### config.mk
export PLATFORM = sky130hd
export DESIGN_NAME = mcl_fxd_pipe_host
export DESIGN_NICKNAME = d
export VERILOG_FILES = /design/src/rtl/mcl_fxd_pipe_host.sv
export SDC_FILE = /design/constraint.sdc
export NUM_CORES = 2
export LEC_CHECK = 0
export CAP_MARGIN = 30
export CORE_UTILIZATION = 35
export CTS_BUF_LIST = sky130_fd_sc_hd__clkbuf_2
export DETAILED_ROUTE_END_ITERATION = 6
export GPL_TIMING_DRIVEN = 0
export PLACE_DENSITY_LB_ADDON = 0.08
export SYNTH_ARGS = -nofsm -noshare
export SYNTH_HDL_FRONTEND = slang
export SYNTH_SLANG_ARGS = --single-unit
export TNS_END_PERCENT = 5
### constraint.sdc
create_clock -name clk -period 4 [get_ports clk]
set_input_delay 0.8 -clock clk [delete_from_list [all_inputs] [get_ports clk]]
set_output_delay 0.8 -clock clk [all_outputs]
set_load 0.1 [all_outputs]
### src/rtl/mcl_fxd_pipe_host.sv
// Host driver/collector for the MCL sine pipeline: sweeps operands out on the x port,
// captures results with their sequence index into a credit-protected FIFO.
module mcl_fxd_pipe_host #(
    parameter int FLT_EXP    = 11,
    parameter int FLT_FRAC   = 52,
    parameter int FIFO_DEPTH = 8,
    parameter int CNT_W      = 16
) (
    input  logic                        clk,
    input  logic                        rst_n,
    input  logic                        cfg_start,
    input  logic [FLT_EXP+FLT_FRAC:0]   cfg_x_start,
    input  logic [FLT_EXP+FLT_FRAC:0]   cfg_x_step,
    input  logic [CNT_W-1:0]            cfg_count,
    output logic                        busy,
    output logic                        done,
    output logic                        mcl_avail_x,
    input  logic                        mcl_get_x,
    output logic [FLT_EXP+FLT_FRAC:0]   mcl_data_x,
    input  logic                        mcl_avail,
    output logic                        mcl_get,
    input  logic [FLT_EXP+FLT_FRAC:0]   mcl_data,
    output logic                        res_avail,
    input  logic                        res_get,
    output logic [FLT_EXP+FLT_FRAC:0]   res_data,
    output logic [CNT_W-1:0]            res_idx
);
    localparam int W  = FLT_EXP + FLT_FRAC + 1;
    localparam int AW = $clog2(FIFO_DEPTH);

    // All ports: a word moves on a rising edge where avail && get; the producer
    // holds avail and data steady until that edge.

    typedef enum logic [1:0] {IDLE, ISSUE, DRAIN, DONE} state_t;
    state_t state, state_nx;

    logic [W-1:0]     x_cur, x_step_q;
    logic [CNT_W-1:0] count_q, issued, received, in_flight;
    logic [W-1:0]     mem_data [FIFO_DEPTH];
    logic [CNT_W-1:0] mem_idx  [FIFO_DEPTH];
    logic [AW-1:0]    wr_ptr, rd_ptr;
    logic [AW:0]      fifo_cnt;
    logic             fifo_full, fifo_empty, push, pop, x_fire, start_fire, credit_ok;

    assign fifo_full  = (fifo_cnt == (AW+1)'(FIFO_DEPTH));
    assign fifo_empty = (fifo_cnt == '0);
    assign push       = mcl_avail && mcl_get;
    assign pop        = res_get && !fifo_empty;
    assign start_fire = (state == IDLE) && cfg_start;
    assign x_fire     = mcl_avail_x && mcl_get_x;

    // Every outstanding operand owns a FIFO slot, so results can never overflow it.
    assign in_flight = issued - received;
    assign credit_ok = ({1'b0, in_flight} + (CNT_W+1)'(fifo_cnt)) < (CNT_W+1)'(FIFO_DEPTH);

    always_comb begin
        state_nx    = state;
        mcl_avail_x = 1'b0;
        case (state)
            IDLE: begin
                if (cfg_start) state_nx = (cfg_count != '0) ? ISSUE : DONE;
            end
            ISSUE: begin
                mcl_avail_x = credit_ok;
                if (credit_ok && mcl_get_x && (issued + CNT_W'(1) == count_q)) state_nx = DRAIN;
            end
            DRAIN: begin
                if ((received == count_q) && fifo_empty) state_nx = DONE;
            end
            DONE:    state_nx = IDLE;
            default: state_nx = IDLE;
        endcase
    end

    always_ff @(posedge clk or negedge rst_n) begin
        if (!rst_n) begin
            state    <= IDLE;
            x_cur    <= '0;
            x_step_q <= '0;
            count_q  <= '0;
            issued   <= '0;
            received <= '0;
        end else begin
            state <= state_nx;
            if (start_fire) begin
                x_cur    <= cfg_x_start;
                x_step_q <= cfg_x_step;
                count_q  <= cfg_count;
                issued   <= '0;
            end else if (x_fire) begin
                x_cur  <= x_cur + x_step_q;
                issued <= issued + CNT_W'(1);
            end
            // Strays captured in IDLE still take an index; a new sweep restarts at 0.
            if (start_fire)  received <= '0;
            else if (push)   received <= received + CNT_W'(1);
        end
    end

    always_ff @(posedge clk or negedge rst_n) begin
        if (!rst_n) begin
            wr_ptr   <= '0;
            rd_ptr   <= '0;
            fifo_cnt <= '0;
            for (int i = 0; i < FIFO_DEPTH; i++) begin
                mem_data[i] <= '0;
                mem_idx[i]  <= '0;
            end
        end else begin
            if (push) begin
                mem_data[wr_ptr] <= mcl_data;
                mem_idx[wr_ptr]  <= received;
                wr_ptr           <= wr_ptr + AW'(1);
            end
            if (pop) rd_ptr <= rd_ptr + AW'(1);
            case ({push, pop})
                2'b10:   fifo_cnt <= fifo_cnt + (AW+1)'(1);
                2'b01:   fifo_cnt <= fifo_cnt - (AW+1)'(1);
                default: fifo_cnt <= fifo_cnt;
            endcase
        end
    end

    assign busy       = (state != IDLE);
    assign done       = (state == DONE);
    assign mcl_data_x = x_cur;
    assign mcl_get    = !fifo_full;
    assign res_avail  = !fifo_empty;
    assign res_data   = mem_data[rd_ptr];
    assign res_idx    = mem_idx[rd_ptr];
endmodule

==> metrics.md <==
| Metric | Value |
|---|---|
| Outcome | `finished, violations left` |
| Violated checks | `negative setup slack` |
| Post-synthesis cell count | `3406` |
| Post-synth EDFFs | `0` |
| Synth top area cells | `dfrtp_1, mux2_2, mux4_2` |
| Synthesized area | `41400 µm²` |
| Crit-path max FO | `8` |
| Area leader, netlist | `dfrtp_1` |
| Placement Rows | `125` |
| Number of buffers created by CTS | `227` |
| Routed length per placed instance | `21.3 µm` |
| Reg-to-reg setup timing slack | `-0.03 ns` |
| Fmax | `181 MHz` |
| Area growth from synthesis to final layout | `28.9%` |
| Final #Nets | `4598` |
| Post-Synth XOR/XNOR Area | `0.0281` |
| CTS Root Cell | `clkbuf_2` |
| Sequential area share after synthesis | `0.500` |
| CP Launch Type | `flop` |
| Remaining antenna violation count | `0` |
| CTS tree | `yes` |
| Hpwl dp | `88800 µm` |
| Final setup viols | `84` |
| Hold Startpoint | `mcl_avail` |
| Gp weighted congestion | `0.881` |
| Mapped Nets | `3716` |
| Drt drc | `0` |
| Clk slew on worst S/H paths | `0.10 ns` |
| Crit Path Category | `flop to output pin` |
| Initial antenna violation count | `10` |
| Worst slew margin | `0.330` |
| CORE AREA | `117000 µm²` |
| # IOs | `363` |
| Worst hold path type | `input port to flop` |
| Worst R2R Start | `received[2]$_DFFE_PN0P_` |
| Fin. max-slew vios | `0` |
| Final worst setup slack | `-1.54 ns` |
| Die H | `346 µm` |
| GRT Total Usage | `0.216` |
| Starting DRT DRC Count | `1459` |
| Slew @ Worst Pin | `1.01 ns` |
| Final critical-path share of the clock period | `1.38` |
| Clock Latency Late Sink | `1.57 ns` |
| Setup crit end kind | `output pin` |
| Post-synth top area share | `0.500` |
| Mapped Avg Cell Area | `12.2 µm²` |
| Hold WS | `0.251 ns` |
| CTS sink count | `828` |
| Cell variety after synth | `79` |
| Synth Area in Adders | `0.0295` |
| Vias per cell | `5.10` |
| Post-layout min period | `5.54 ns` |
| Ys async rst share | `1.00` |
| Layout cells sized above 1 | `0.318` |
| Synth Area in Compound Gates | `0.0661` |
| MaxCap Viol Count | `0` |
| Hold Violations, Final | `0` |
| Grt ovf | `0` |
| CP arrival | `4.74 ns` |
| Yosys warnings | `0` |
| Die area | `120000 µm²` |
| Largest family of logic cells by synthesized area | `multiplexers` |
| RSZ-0062 raised after global routing | `yes` |
| Hold worst-path end | `wr_ptr[0]$_DFFE_PN0P_` |
| Reg2Reg Depth | `16` |
| Hold Crit Depth | `4` |
| Synthesized flop and latch total | `828` |
| Fraction of the mapped netlist area in simple logic gates | `0.0878` |
| Worst clock skew | `0.117 ns` |
| Top_reg_cell synth | `dfrtp_1` |
| Die W | `346 µm` |
| H-Tree Depth | `4` |
| Multiplexer share of the synthesized area | `0.265` |
| Global-route wire length before repair | `199000 µm` |
| Drt total wl | `128000 µm` |
| Max clock buf depth | `3` |
| Initial Utilization | `0.355` |
| Post-layout util | `0.457` |
| Vias in the first global route | `32600` |
| Drt first pass iters | `5` |
| Largest net degree at the start of global routing | `117` |
| Via count | `30700` |
| Required time of the critical path | `3.20 ns` |
| R2r endpoint | `issued[10]$_DFFE_PN0P_` |
| # port buffers | `362` |
## final cells by class
| class | count | area (µm²) |
|---|---|---|
| Inverter | 45 | 191 |
| Clock inverter | 49 | 285 |
| Timing Repair Buffer | 658 | 7440 |
| Buffer | 197 | 1070 |
| Fill cell | 11200 | 63400 |
| Sequential cell | 828 | 20700 |
| Clock buffer | 366 | 1830 |
| Antenna cell | 11 | 27.5 |
| Multi-Input combinational cell | 2331 | 20000 |
| Tap cell | 1524 | 1910 |
## cells by family after synthesis
family	Yosys count
muxes	817
buffers and inverters	247
xor gates and xnor gates	133
adders and majority gates	96
AOI/OAI and AO/OA	447
and+or+nand+nor	838
DFF	828
## routing by layer
metal | vias up | track usage | part of all wire
li1 | 14200 | - | -
met3 | 233 | 0.0403 | 0.039
met2 | 691 | 0.351 | 0.48
met1 | 15500 | 0.287 | 0.45
met4 | 10 | 0.0762 | 0.028
met5 | - | 0 | 0.00083
## critical path, stage by stage, from the launching register on
cell and delay [ns]:
dfrtp_2 0.48, clkinv_4 0.14, ha_4 0.26, o21ai_1 0.22, a21oi_2 0.07, nor2_1 0.22
ha_1 0.31, a21oi_2 0.16, nor2b_1 0.06, nor4b_2 0.24, o2111ai_1 0.17, nand4b_1 0.27
nor4_4 0.26, and2_4 0.23, buf_16 0.17
## Yosys cell counts, drive strengths merged (6+ instances only)
cell and number:
xor2 38, or3 13, nor3 33, nand3b 8
nor4 9, o211ai 8, o21ai 136, a211oi 12
ha 93, mux4 160, and2 7, mux2 651
and3 14, a31oi 73, o21bai 15, nor2b 11
o21a 10, a21o 34, a21oi 113, inv 42
clkbuf 157, nand2b 16, mux2i 6, nand3 38
nand4 22, nand2 510, nor2 137, xnor2 95
dfrtp 828, buf 45
## sequential cells by signal, indices dropped and copies added (netlist names)
register / flops
mem_data: 512
mem_idx: 128
mcl_data_x: 64
x_step_q: 64
count_q: 16
issued: 16
received: 16
fifo_cnt: 4
rd_ptr: 3
wr_ptr: 3
state: 2
## placed cells by master (no fill, tap or decap), drive strengths merged, types with 33 or more instances in the layout
master         synthesis  layout
buf                   45     162
clkbuf               157     513
xnor2                 95      95
dlygate4sd3            0     213
clkdlybuf4s50          0     235
ha                    93      93
nor3                  33      33
dlygate4sd2            0      95
nand2                510     510
nand3                 38      38
nor2                 137     137
mux2                 651     651
dfrtp                828     828
mux4                 160     160
inv                   42      46
a21o                  34      34
a31oi                 73      73
clkinv                 3      41
a21oi                113     113
xor2                  38      38
o21ai                136     136
## how the worst max path moves through the flow
stage,slack [ns],to,start,cells past startpoint
floorplan,0.09,mcl_avail_x,issued[0]$_DFFE_PN0P_,14
global placement,-38.49,mem_data[173]$_DFFE_PN0P_,rst_n,1
detailed placement,-1.54,mcl_avail_x,received[3]$_DFFE_PN0P_,16
CTS,-1.85,mcl_avail_x,received[8]$_DFFE_PN0P_,12
global route,-1.87,mcl_avail_x,received[0]$_DFFE_PN0P_,14
finish,-1.54,mcl_avail_x,received[2]$_DFFE_PN0P_,14
## metrics by stage
stage                     area (µm²)  setup slack [ns]  cells  TNS (ns)
after global placement         47000            -38.49   5292         -
after floorplan                41400            0.0942   3406         0
after CTS                      53100             -1.85   5996    -83.52
after global routing           53400             -1.87   6005    -83.87
final                          53400             -1.54   6009    -52.91
after detailed placement       48500             -1.54   5357   -141.88
## timing repair
action	4_1_cts	5_1_grt
setup buffers	14	4
setup endpoints to repair	208	219
hold endpoints to repair	1118	0
gates resized for setup	339	159
hold buffers	214	0
pin swaps	9	3
Power is not shown: default switching activity piles up to over one toggle a cycle in this logic, so the estimate is an artifact.
